**src/rtl/vx_fpu_tracker_pkg.sv**
```systemverilog
// Shared FPU definitions used by the FPU request tracker and its bus interface.
package vx_fpu_tracker_pkg;

    localparam int unsigned NUM_THREADS   = 4;
    localparam int unsigned INST_FPU_BITS = 4;
    localparam int unsigned INST_MOD_BITS = 3;
    localparam int unsigned FFLAGS_W      = 5;

    // RISC-V accrued exception flags, MSB first: NV DZ OF UF NX
    typedef struct packed {
        logic nv;
        logic dz;
        logic ovf;
        logic unf;
        logic nx;
    } fflags_t;

endpackage

```
**src/rtl/vx_fpu_tracker_if.sv**
```systemverilog
// Bundle of upstream request, FPU issue/return, commit and status signals of the tracker.
interface vx_fpu_tracker_if
    import vx_fpu_tracker_pkg::*;
#(
    parameter int unsigned TAGW   = 4,
    parameter int unsigned META_W = 32
) ();

    // upstream request
    logic                          req_valid;
    logic                          req_ready;
    logic [META_W-1:0]             req_meta;
    logic [NUM_THREADS-1:0]        req_tmask;
    logic [INST_FPU_BITS-1:0]      req_op_type;
    logic [INST_MOD_BITS-1:0]      req_frm;
    logic [NUM_THREADS*32-1:0]     req_dataa;
    logic [NUM_THREADS*32-1:0]     req_datab;
    logic [NUM_THREADS*32-1:0]     req_datac;

    // FPU issue
    logic                          fpu_valid_in;
    logic                          fpu_ready_in;
    logic [TAGW-1:0]               fpu_tag_in;
    logic [INST_FPU_BITS-1:0]      fpu_op_type;
    logic [INST_MOD_BITS-1:0]      fpu_frm;
    logic [NUM_THREADS*32-1:0]     fpu_dataa;
    logic [NUM_THREADS*32-1:0]     fpu_datab;
    logic [NUM_THREADS*32-1:0]     fpu_datac;

    // FPU return
    logic                          fpu_valid_out;
    logic                          fpu_ready_out;
    logic [TAGW-1:0]               fpu_tag_out;
    logic [NUM_THREADS*32-1:0]     fpu_result;
    logic                          fpu_has_fflags;
    fflags_t [NUM_THREADS-1:0]     fpu_fflags;

    // commit
    logic                          rsp_valid;
    logic                          rsp_ready;
    logic [META_W-1:0]             rsp_meta;
    logic [NUM_THREADS-1:0]        rsp_tmask;
    logic [NUM_THREADS*32-1:0]     rsp_result;
    logic                          rsp_has_fflags;
    fflags_t                       rsp_fflags;

    // status
    logic [TAGW:0]                 pending;
    logic                          empty;

    // tracker side
    modport slave (
        input  req_valid, req_meta, req_tmask, req_op_type, req_frm,
               req_dataa, req_datab, req_datac,
        output req_ready,
        output fpu_valid_in, fpu_tag_in, fpu_op_type, fpu_frm,
               fpu_dataa, fpu_datab, fpu_datac,
        input  fpu_ready_in,
        input  fpu_valid_out, fpu_tag_out, fpu_result, fpu_has_fflags, fpu_fflags,
        output fpu_ready_out,
        output rsp_valid, rsp_meta, rsp_tmask, rsp_result, rsp_has_fflags, rsp_fflags,
        input  rsp_ready,
        output pending, empty
    );

    // environment side
    modport master (
        output req_valid, req_meta, req_tmask, req_op_type, req_frm,
               req_dataa, req_datab, req_datac,
        input  req_ready,
        input  fpu_valid_in, fpu_tag_in, fpu_op_type, fpu_frm,
               fpu_dataa, fpu_datab, fpu_datac,
        output fpu_ready_in,
        output fpu_valid_out, fpu_tag_out, fpu_result, fpu_has_fflags, fpu_fflags,
        input  fpu_ready_out,
        input  rsp_valid, rsp_meta, rsp_tmask, rsp_result, rsp_has_fflags, rsp_fflags,
        output rsp_ready,
        input  pending, empty
    );

endinterface

```
**src/rtl/vx_priority_encoder.sv**
```systemverilog
// Returns the index of the lowest set request bit, plus a flag telling whether any bit is set.
module vx_priority_encoder #(
    parameter int unsigned N = 16,
    localparam int unsigned IW = (N > 1) ? $clog2(N) : 1
) (
    input  logic [N-1:0]  req,
    output logic [IW-1:0] idx,
    output logic          valid
);

    // scan from the top down so the lowest set bit is written last
    always_comb begin
        idx   = '0;
        valid = 1'b0;
        for (int i = N - 1; i >= 0; i--) begin
            if (req[i]) begin
                idx   = IW'(i);
                valid = 1'b1;
            end
        end
    end

endmodule

```
**src/rtl/vx_fpu_tracker.sv**
```systemverilog
// Tags FPU requests, remembers their metadata until the result comes back in any order,
// and presents each result with its metadata through a single registered commit stage.
module vx_fpu_tracker
    import vx_fpu_tracker_pkg::*;
#(
    parameter int unsigned TAGW   = 4,
    parameter int unsigned META_W = 32
) (
    input logic             clk,
    input logic             reset,
    vx_fpu_tracker_if.slave bus
);

    localparam int unsigned DEPTH = 32'(1) << TAGW;
    localparam int unsigned PW    = TAGW + 1;

    logic [DEPTH-1:0]        busy;
    logic [META_W-1:0]       meta_tbl  [DEPTH];
    logic [NUM_THREADS-1:0]  tmask_tbl [DEPTH];
    logic [PW-1:0]           pending_q;

    logic                    rsp_valid_q;
    logic [META_W-1:0]       rsp_meta_q;
    logic [NUM_THREADS-1:0]  rsp_tmask_q;
    logic [NUM_THREADS*32-1:0] rsp_result_q;
    logic                    rsp_has_fflags_q;
    fflags_t                 rsp_fflags_q;

    logic [TAGW-1:0]         free_tag;
    logic                    free_any;
    logic                    full;
    logic                    can_issue;
    logic                    issue_fire;
    logic                    ret_fire;
    logic [FFLAGS_W-1:0]     merged_fflags;

    // lowest free tag, taken from the busy bits as they stand at the start of the cycle
    vx_priority_encoder #(
        .N (DEPTH)
    ) u_free_tag (
        .req   (~busy),
        .idx   (free_tag),
        .valid (free_any)
    );

    assign full       = (pending_q == PW'(DEPTH));
    // busy bits and the counter always agree; free_any is the same condition seen from the table
    assign can_issue  = !full && free_any;

    assign bus.fpu_valid_in = bus.req_valid && can_issue;
    assign bus.req_ready    = bus.fpu_ready_in && can_issue;
    assign bus.fpu_tag_in   = free_tag;
    assign bus.fpu_op_type  = bus.req_op_type;
    assign bus.fpu_frm      = bus.req_frm;
    assign bus.fpu_dataa    = bus.req_dataa;
    assign bus.fpu_datab    = bus.req_datab;
    assign bus.fpu_datac    = bus.req_datac;

    assign issue_fire = bus.req_valid && bus.req_ready;

    // accept a return whenever the commit stage is empty or draining this cycle
    assign bus.fpu_ready_out = !rsp_valid_q || bus.rsp_ready;
    assign ret_fire          = bus.fpu_valid_out && bus.fpu_ready_out;

    assign bus.rsp_valid      = rsp_valid_q;
    assign bus.rsp_meta       = rsp_meta_q;
    assign bus.rsp_tmask      = rsp_tmask_q;
    assign bus.rsp_result     = rsp_result_q;
    assign bus.rsp_has_fflags = rsp_has_fflags_q;
    assign bus.rsp_fflags     = rsp_fflags_q;
    assign bus.pending        = pending_q;
    assign bus.empty          = (pending_q == '0);

    // OR the exception flags of the lanes that were active when the request was issued
    always_comb begin
        merged_fflags = '0;
        for (int l = 0; l < NUM_THREADS; l++) begin
            if (tmask_tbl[bus.fpu_tag_out][l]) begin
                merged_fflags = merged_fflags | bus.fpu_fflags[l];
            end
        end
        if (!bus.fpu_has_fflags) begin
            merged_fflags = '0;
        end
    end

    // control state: busy bits, outstanding count and commit-stage valid
    always_ff @(posedge clk or posedge reset) begin
        if (reset) begin
            busy        <= '0;
            pending_q   <= '0;
            rsp_valid_q <= 1'b0;
        end else begin
            if (issue_fire) begin
                busy[free_tag] <= 1'b1;
            end
            if (ret_fire) begin
                busy[bus.fpu_tag_out] <= 1'b0;
            end
            if (issue_fire && !ret_fire) begin
                pending_q <= pending_q + PW'(1);
            end else if (!issue_fire && ret_fire) begin
                pending_q <= pending_q - PW'(1);
            end
            if (ret_fire) begin
                rsp_valid_q <= 1'b1;
            end else if (bus.rsp_ready) begin
                rsp_valid_q <= 1'b0;
            end
        end
    end

    // payload storage: per-tag table on issue, commit stage on return
    always_ff @(posedge clk) begin
        if (issue_fire) begin
            meta_tbl[free_tag]  <= bus.req_meta;
            tmask_tbl[free_tag] <= bus.req_tmask;
        end
        if (ret_fire) begin
            rsp_meta_q       <= meta_tbl[bus.fpu_tag_out];
            rsp_tmask_q      <= tmask_tbl[bus.fpu_tag_out];
            rsp_result_q     <= bus.fpu_result;
            rsp_has_fflags_q <= bus.fpu_has_fflags;
            rsp_fflags_q     <= fflags_t'(merged_fflags);
        end
    end

`ifndef SYNTHESIS
    // a returned tag must belong to an outstanding request
    ret_tag_busy: assert property (@(posedge clk) disable iff (reset)
        ret_fire |-> busy[bus.fpu_tag_out]);
`endif

endmodule

```
**src/flat_wrapper.sv**
```systemverilog
// flat-port wrapper written by rule: the top's interface ports become plain ports
module vx_fpu_tracker_flat import vx_fpu_tracker_pkg::*;
#(
    parameter int unsigned TAGW   = 4,
    parameter int unsigned META_W = 32
)
  (clk, reset, bus_req_valid, bus_req_meta, bus_req_tmask, bus_req_op_type, bus_req_frm, bus_req_dataa, bus_req_datab, bus_req_datac, bus_req_ready, bus_fpu_valid_in, bus_fpu_tag_in, bus_fpu_op_type, bus_fpu_frm, bus_fpu_dataa, bus_fpu_datab, bus_fpu_datac, bus_fpu_ready_in, bus_fpu_valid_out, bus_fpu_tag_out, bus_fpu_result, bus_fpu_has_fflags, bus_fpu_fflags, bus_fpu_ready_out, bus_rsp_valid, bus_rsp_meta, bus_rsp_tmask, bus_rsp_result, bus_rsp_has_fflags, bus_rsp_fflags, bus_rsp_ready, bus_pending, bus_empty);
  vx_fpu_tracker_if #(.TAGW(TAGW), .META_W(META_W)) bus_i ();
  input logic clk;
  input logic reset;
  input wire logic [$bits(bus_i.req_valid)-1:0] bus_req_valid;
  input wire logic [$bits(bus_i.req_meta)-1:0] bus_req_meta;
  input wire logic [$bits(bus_i.req_tmask)-1:0] bus_req_tmask;
  input wire logic [$bits(bus_i.req_op_type)-1:0] bus_req_op_type;
  input wire logic [$bits(bus_i.req_frm)-1:0] bus_req_frm;
  input wire logic [$bits(bus_i.req_dataa)-1:0] bus_req_dataa;
  input wire logic [$bits(bus_i.req_datab)-1:0] bus_req_datab;
  input wire logic [$bits(bus_i.req_datac)-1:0] bus_req_datac;
  output wire logic [$bits(bus_i.req_ready)-1:0] bus_req_ready;
  output wire logic [$bits(bus_i.fpu_valid_in)-1:0] bus_fpu_valid_in;
  output wire logic [$bits(bus_i.fpu_tag_in)-1:0] bus_fpu_tag_in;
  output wire logic [$bits(bus_i.fpu_op_type)-1:0] bus_fpu_op_type;
  output wire logic [$bits(bus_i.fpu_frm)-1:0] bus_fpu_frm;
  output wire logic [$bits(bus_i.fpu_dataa)-1:0] bus_fpu_dataa;
  output wire logic [$bits(bus_i.fpu_datab)-1:0] bus_fpu_datab;
  output wire logic [$bits(bus_i.fpu_datac)-1:0] bus_fpu_datac;
  input wire logic [$bits(bus_i.fpu_ready_in)-1:0] bus_fpu_ready_in;
  input wire logic [$bits(bus_i.fpu_valid_out)-1:0] bus_fpu_valid_out;
  input wire logic [$bits(bus_i.fpu_tag_out)-1:0] bus_fpu_tag_out;
  input wire logic [$bits(bus_i.fpu_result)-1:0] bus_fpu_result;
  input wire logic [$bits(bus_i.fpu_has_fflags)-1:0] bus_fpu_has_fflags;
  input wire logic [$bits(bus_i.fpu_fflags)-1:0] bus_fpu_fflags;
  output wire logic [$bits(bus_i.fpu_ready_out)-1:0] bus_fpu_ready_out;
  output wire logic [$bits(bus_i.rsp_valid)-1:0] bus_rsp_valid;
  output wire logic [$bits(bus_i.rsp_meta)-1:0] bus_rsp_meta;
  output wire logic [$bits(bus_i.rsp_tmask)-1:0] bus_rsp_tmask;
  output wire logic [$bits(bus_i.rsp_result)-1:0] bus_rsp_result;
  output wire logic [$bits(bus_i.rsp_has_fflags)-1:0] bus_rsp_has_fflags;
  output wire logic [$bits(bus_i.rsp_fflags)-1:0] bus_rsp_fflags;
  input wire logic [$bits(bus_i.rsp_ready)-1:0] bus_rsp_ready;
  output wire logic [$bits(bus_i.pending)-1:0] bus_pending;
  output wire logic [$bits(bus_i.empty)-1:0] bus_empty;
  assign bus_i.req_valid = bus_req_valid;
  assign bus_i.req_meta = bus_req_meta;
  assign bus_i.req_tmask = bus_req_tmask;
  assign bus_i.req_op_type = bus_req_op_type;
  assign bus_i.req_frm = bus_req_frm;
  assign bus_i.req_dataa = bus_req_dataa;
  assign bus_i.req_datab = bus_req_datab;
  assign bus_i.req_datac = bus_req_datac;
  assign bus_req_ready = bus_i.req_ready;
  assign bus_fpu_valid_in = bus_i.fpu_valid_in;
  assign bus_fpu_tag_in = bus_i.fpu_tag_in;
  assign bus_fpu_op_type = bus_i.fpu_op_type;
  assign bus_fpu_frm = bus_i.fpu_frm;
  assign bus_fpu_dataa = bus_i.fpu_dataa;
  assign bus_fpu_datab = bus_i.fpu_datab;
  assign bus_fpu_datac = bus_i.fpu_datac;
  assign bus_i.fpu_ready_in = bus_fpu_ready_in;
  assign bus_i.fpu_valid_out = bus_fpu_valid_out;
  assign bus_i.fpu_tag_out = bus_fpu_tag_out;
  assign bus_i.fpu_result = bus_fpu_result;
  assign bus_i.fpu_has_fflags = bus_fpu_has_fflags;
  assign bus_i.fpu_fflags = bus_fpu_fflags;
  assign bus_fpu_ready_out = bus_i.fpu_ready_out;
  assign bus_rsp_valid = bus_i.rsp_valid;
  assign bus_rsp_meta = bus_i.rsp_meta;
  assign bus_rsp_tmask = bus_i.rsp_tmask;
  assign bus_rsp_result = bus_i.rsp_result;
  assign bus_rsp_has_fflags = bus_i.rsp_has_fflags;
  assign bus_rsp_fflags = bus_i.rsp_fflags;
  assign bus_i.rsp_ready = bus_rsp_ready;
  assign bus_pending = bus_i.pending;
  assign bus_empty = bus_i.empty;
  vx_fpu_tracker #(.TAGW(TAGW), .META_W(META_W)) u_core (.clk(clk), .reset(reset), .bus(bus_i));
endmodule
```
**config.mk**
```make
export PLATFORM = sky130hd
export DESIGN_NAME = vx_fpu_tracker_flat
export DESIGN_NICKNAME = d
export VERILOG_FILES = /design/src/rtl/vx_fpu_tracker_pkg.sv /design/src/rtl/vx_fpu_tracker_if.sv /design/src/rtl/vx_priority_encoder.sv /design/src/rtl/vx_fpu_tracker.sv /design/src/flat_wrapper.sv
export SDC_FILE = /design/constraint.sdc
export NUM_CORES = 1
export LEC_CHECK = 0
export ABC_AREA = 1
export CAP_MARGIN = 20
export CELL_PAD_IN_SITES_DETAIL_PLACEMENT = 0
export CELL_PAD_IN_SITES_GLOBAL_PLACEMENT = 1
export CORE_AREA = 2 2 446 448
export DETAILED_ROUTE_END_ITERATION = 12
export DIE_AREA = 0 0 448 450
export DONT_BUFFER_PORTS = 1
export PLACE_DENSITY = 0.44
export SKIP_LAST_GASP = 1
export SYNTH_ARGS = -nofsm -noshare
export SYNTH_HDL_FRONTEND = slang
export SYNTH_SLANG_ARGS = --single-unit
```
**constraint.sdc**
```tcl
create_clock -name clk -period 5.83 [get_ports clk]
set_input_delay 1.166 -clock clk [delete_from_list [all_inputs] [get_ports clk]]
set_output_delay 1.166 -clock clk [all_outputs]
set_load 0.1 [all_outputs]
```
## Word level (Yosys, flattened, before mapping)

Memory sizes are Yosys's and may differ from the RTL's. A register that Yosys moved wholly into a read port is not among the register bits.
Cells that the tools add are included.
W data, S select, Z words.

- Bits in registers: 160
- RAM bits: 576
- Bits of input ports: 586
- Output and inout bits: 575
- Memories: 2
- Logic and storage cells: 92

Memories:

| memory | words | width | read ports | clocked after Yosys merged registers in | write ports | line | source |
|---|---|---|---|---|---|---|---|
| u_core.meta_tbl | 16 | 32 | 1 | 1 | 1 | vx_fpu_tracker.sv:18 | `logic [META_W-1:0] meta_tbl [DEPTH];` |
| u_core.tmask_tbl | 16 | 4 | 1 | 0 | 1 | vx_fpu_tracker.sv:19 | `logic [NUM_THREADS-1:0] tmask_tbl [DEPTH];` |

- Equal/unequal tests: 1
- Add/sub/neg operators: 2
- Bitwise operators: 7
- Muxes and demuxes: 48
- Reductions and logical operators: 17
- Order comparisons: 4

Operator list:

| operator | number |
|---|---|
| $mux W4 | 16 |
| $mux W16 | 2 |
| $not A16 Y16 | 2 |
| $mux W5 | 6 |
| $mux W1 | 22 |
| $and A16 B16 Y16 | 1 |
| $or A16 B16 Y16 | 1 |
| $or A5 B5 Y5 | 3 |
| $lt A4 B5 Y1 const B | 2 |
| $logic_and A1 B1 Y1 | 9 |
| $demux W1 S4 | 2 |
| $ge A4 B1 Y1 const B | 2 |
| $add A5 B1 Y5 const B | 1 |
| $eq A5 B5 Y1 const B | 1 |
| $logic_not A5 Y1 | 1 |
| $sub A5 B1 Y5 const B | 1 |
| $logic_not A1 Y1 | 4 |
| $reduce_bool A2 Y1 | 2 |
| $logic_or A1 B1 Y1 | 1 |

## Depth between registers and ports, before layout

- Depth in word-level cells: 25
- Gate-level depth with buffers: 18
- Depth with buffers taken out: 18

## Hierarchy

From an unflattened synthesis, not the netlist that was laid out.

- Cell total of the unflattened synthesis: 2369
- Area total of the unflattened synthesis: 31926.9 sq um

Modules (own cells, without submodules):

| module | sequential area each (sq um) | cells each | times used | area an instance (sq um) |
|---|---|---|---|---|
| vx_fpu_tracker | 22952.0 | 2320 | 1 | 31717.9 |
| vx_priority_encoder | 0.0 | 49 | 1 | 209.0 |

## Least setup slack after synthesis

Ideal clock, no wire load.

- Path type: input to register
- From: input port bus_rsp_ready
- To: register u_core.busy[2]
- Slack: -0.643 ns
- Data required time: 5.707 ns
- Stages: 6
- Arrival: 6.350 ns
- Library setup time: 0.123 ns
- Buffers on the path: 0
- Path through: inv_1 nand2_1 nand2_1 inv_1 nand2_1 o22a_2

- Word-level cells in the longest chain between the ends: 3

RTL lines:

| element | line | source |
|---|---|---|
| start, declared | flat_wrapper.sv:40 | `input wire logic [$bits(bus_i.rsp_ready)-1:0] bus_rsp_ready;` |
| $logic_or A1 B1 Y1 | vx_fpu_tracker.sv:62 | `assign bus.fpu_ready_out = !rsp_valid_q \|\| bus.rsp_ready;` |
| net bus_fpu_ready_out | flat_wrapper.sv:33 | `output wire logic [$bits(bus_i.fpu_ready_out)-1:0] bus_fpu_ready_out;` |
| $logic_and A1 B1 Y1 | vx_fpu_tracker.sv:63 | `assign ret_fire = bus.fpu_valid_out && bus.fpu_ready_out;` |
| net u_core.ret_fire | vx_fpu_tracker.sv:34 | `logic ret_fire;` |
| $mux W16 | vx_fpu_tracker.sv:97 | `if (ret_fire) begin` |
| end signal, assigned | vx_fpu_tracker.sv:90 | `busy <= '0;` |
| end signal, assigned by index | vx_fpu_tracker.sv:95 | `busy[free_tag] <= 1'b1;` |
| end signal, assigned by index | vx_fpu_tracker.sv:98 | `busy[bus.fpu_tag_out] <= 1'b0;` |
| end, declared | vx_fpu_tracker.sv:17 | `logic [DEPTH-1:0] busy;` |

The timed path passes the listed nets, and every way through them passes these cells.
A chain may end at the register's enable or synchronous reset.

## Worst setup path in the final report

- From: register u_core.pending_q[0], in the netlist u_core.bus.pending[0]
- To: output port bus_fpu_valid_in

- Word-level cells in the longest chain between the ends: 4

RTL lines:

| element | line | source |
|---|---|---|
| start, declared | vx_fpu_tracker.sv:20 | `logic [PW-1:0] pending_q;` |
| start signal, assigned | vx_fpu_tracker.sv:101 | `pending_q <= pending_q + PW'(1);` |
| start signal, assigned | vx_fpu_tracker.sv:103 | `pending_q <= pending_q - PW'(1);` |
| $eq A5 B5 Y1 | vx_fpu_tracker.sv:46 | `assign full = (pending_q == PW'(DEPTH));` |
| $logic_not A1 Y1 | vx_fpu_tracker.sv:48 | `assign can_issue = !full && free_any;` |
| $logic_and A1 B1 Y1 | vx_fpu_tracker.sv:48 |  |
| $logic_and A1 B1 Y1 | vx_fpu_tracker.sv:50 | `assign bus.fpu_valid_in = bus.req_valid && can_issue;` |
| end, declared | flat_wrapper.sv:20 | `output wire logic [$bits(bus_i.fpu_valid_in)-1:0] bus_fpu_valid_in;` |

No other way between the ends.

==> flow_summary.toml <==
[floorplanning]
dieArea_um2 = 201600
rows = 163
core-area_um2 = 196600
pin_count = 1161
initial_core_util_pct = 16.03
die_width_um = 448
die_h_um = 450

[critical_path]
rr_worst_depth = 10
cp_common_cell = "nor2_1"
r2r_slack_ns = 1.78
crit_path_cell_trace = "nor2_1, nand3_1, nor2_1, nor2_1, nand2_1, inv_1"
slowest_delay_ns = 1.07
crit_type = "flop to primary output"
critical_path.top_delay_family = "flip-flops"
cp-end-kind = "primary output"
path_max_fanout = 5
worst-path-buf-inv = 1
cpMaxStageDelayCell = "dfrtp_1"
arrival_ns = 3.15
start_kind = "flop"
r2r_end = "u_core.meta_tbl[3][25]"
reg2reg_from = "u_core.bus.pending[0]"
cp.required_ns = 4.66

[timing]
period_needed_ns = 4.319
finClkSkew_ns = 0.05836
period_share_pct = 74.08
fmax_ghz = 0.2315
setup_viol = 0
relSlewSlack_pct = 12.02
holdWs_ns = 0.3096
drv_slew = 0
hold_viol_final = 0
worstMarginPinSlew_ns = 1.322
setup-tns-final_ns = 0
fin_ws_ns = 1.511
rsz0062_at_grt = "false"

[global_routing]
grt_pass1_vias = 17213
grt_max_degree = 293
grt-ovfl-total = 0
grt_use_total_pct = 20.19
antenna_found_initial = 40
grt_pass1_wl_mm = 251.6

[power_and_ir_drop]
power_switching_mw = 4.257
combinationalPowerShare_pct = 10.2
ir_drop_mv = 0.1778
p_sw_share_pct = 30.55
p_int_mw = 9.680
seq_power_share_pct = 51.9
clkPwrFrac_pct = 37.9
finalPower_mw = 13.94
p_leak_nw = 10.97
power_density_nw_per_um2 = 398.1

[synth]
synth-seq-cells = 768
syn_area_per_cell_um2 = 14.19
ys.flop_type = "edfxtp_1"
syn_area_um2 = 31510
netlist_instances = 2220
async_reset_ff_share_pct = 2.865
ys_seq_area_share_pct = 72.84
synth_cell_types = 33
synth_edf_count = 746
syn_nets = 2811
ys.warnings.count = 0

[cts]
cts-resized-gates = 0
cts_inserted_buffers = 82
h-tree-depth = 3
cts.path.max_buffers = 3
cts-hold-fix-buffers = 0
clock_sinks = 768
cts_setup_buffers = 0
clkTransAtPathRegs_ns = 0.06
clk_latency_ns = 0.72
cts-root-buf = "clkbuf_16"
cts_tree = "built"

[route]
drt_wl_total_mm = 211.4
postRouteAntennaNets = 0
vias = 18796
drtIter0Drc = 2148
drc_errors = 0
wl_per_cell_um = 45.79
drt-pass1-iter-count = 7
via_per_inst = 4.072

[place]
dp.cells = 4438
place_ws_ns = 1.764
gp_congestion = 1.590
portBuffers = 0
hpwl_mm = 166.3
place_area_um2 = 32170

[outcome]
status = "complete, no violations"

[hold_path]
min_path_type = "input pin to async pin"

[layout]
area_delta_synth_final_pct = 11.09
final_cell_area_um2 = 35000
final_util_pct = 17.80
drive_gt1_share_pct = 12.47
fin_nets = 2481
instances_no_fill = 4616

[flow_run]
cap_violations = 0
-- cell type report --
type,instances,area [µm²]
diodes,19,47.55
multi-input cells,901,4937
flip-flops and latches,768,22950
clock buffers,109,2206
fillers,21315,161600
clock inverters,42,414.1
repair buffers,83,930.9
inverters,54,214.0
well taps,2640,3303
-- cells in the final DEF (no fill, tap or decap), drive strengths merged, types with 5 or more instances in the layout --
| master | instances |
|---|---|
| a21oi | 23 |
| a22oi | 154 |
| clkinv | 30 |
| nor2 | 27 |
| buf | 83 |
| nand2 | 184 |
| inv | 57 |
| o22a | 5 |
| nor3 | 7 |
| nand4 | 44 |
| edfxtp | 746 |
| bufinv | 5 |
| clkbuf | 109 |
| dfrtp | 22 |
| diode | 19 |
| nand3 | 443 |
-- logic make-up after synthesis --
| logic type | synth area share, % |
|---|---|
| flip-flops | 72.84 |
| AND/OR/NAND/NOR | 10.94 |
| buffers and inverters | 11.61 |
| AO/OA/AOI/OAI | 4.328 |
| adder cells (fa/ha/maj) | 0.2224 |
| XOR/XNOR | 0.05560 |
-- power by group through the flow --
stage,Sequential [mW],Clock (mW),Combinational (mW)
2_1_floorplan,7.41,0,2.04
3_3_place_gp,7.36,0,1.40
3_5_place_dp,7.34,0,1.39
6_report,7.23,5.29,1.42
4_1_cts,7.24,5.37,1.40
5_1_grt,7.24,5.56,1.51
-- Yosys cell counts, types with 2 or more instances --
master | count | area share (%)
buf_4 | 406 | 9.7
nand2_4 | 2 | 0.071
edfxtp_1 | 746 | 71
nand2_2 | 6 | 0.12
nand4_2 | 3 | 0.12
inv_1 | 47 | 0.56
ha_1 | 4 | 0.16
buf_2 | 51 | 0.81
nor2_1 | 23 | 0.27
dfrtp_1 | 22 | 1.7
o21ai_0 | 4 | 0.064
nand4_1 | 41 | 0.81
buf_1 | 3 | 0.036
nor3_4 | 3 | 0.15
nor2_4 | 2 | 0.071
nor2_2 | 2 | 0.040
nand2_1 | 176 | 2.1
inv_2 | 6 | 0.071
nor3_2 | 4 | 0.13
a22oi_1 | 154 | 3.7
clkbuf_1 | 37 | 0.44
a21oi_1 | 22 | 0.35
nand3_1 | 443 | 7.0
o22a_1 | 4 | 0.11
-- worst reg2reg max path: stages (launching register included) --
cell and delay (ns):
dfrtp_1 1.07, nor2_1 0.17, nand3_1 0.29, nor2_1 0.14, nor3_4 0.16, buf_4 0.32, nand2_4 0.16, nor3_2 0.23
nand4_1 0.19, inv_2 0.63, buf_4 0.36
-- per-layer routing --
| metal | vias up | share of wire, % | global-route usage, % |
|---|---|---|---|
| li1 | 7215 | - | - |
| met1 | 9479 | 28 | 16.60 |
| met2 | 1743 | 39 | 26.93 |
| met3 | 305 | 29 | 27.95 |
| met4 | 54 | 2.5 | 4.772 |
| met5 | - | 1.3 | 8.057 |
-- worst max-delay path by stage --
| stage | startpoint | endpoint | slack (ns) | cells past startpoint |
|---|---|---|---|---|
| floorplan | bus_rsp_ready | u_core.bus.rsp_fflags[0] | 0.66 | 4 |
| global placement | u_core.bus.pending[0] | u_core.bus.pending[4] | 1.71 | 17 |
| detailed placement | u_core.bus.pending[0] | u_core.meta_tbl[5][2] | 1.76 | 10 |
| CTS | u_core.bus.pending[0] | bus_fpu_valid_in | 1.46 | 6 |
| global route | u_core.busy[15] | bus_fpu_tag_in[0] | 1.35 | 17 |
| finish | u_core.bus.pending[0] | bus_fpu_valid_in | 1.51 | 6 |
-- registers in the layout, summed over array words and instances (netlist names) --
register and flops:
u_core.bus.rsp_result 128, u_core.tmask_tbl 64, u_core.bus.pending 5, u_core.bus.rsp_fflags 5, u_core.bus.rsp_valid 1, u_core.meta_tbl 512, u_core.busy 16, u_core.bus.rsp_meta 32
u_core.bus.rsp_tmask 4, u_core.bus.rsp_has_fflags 1
No activity file was read; power rests on OpenSTA's default activity.
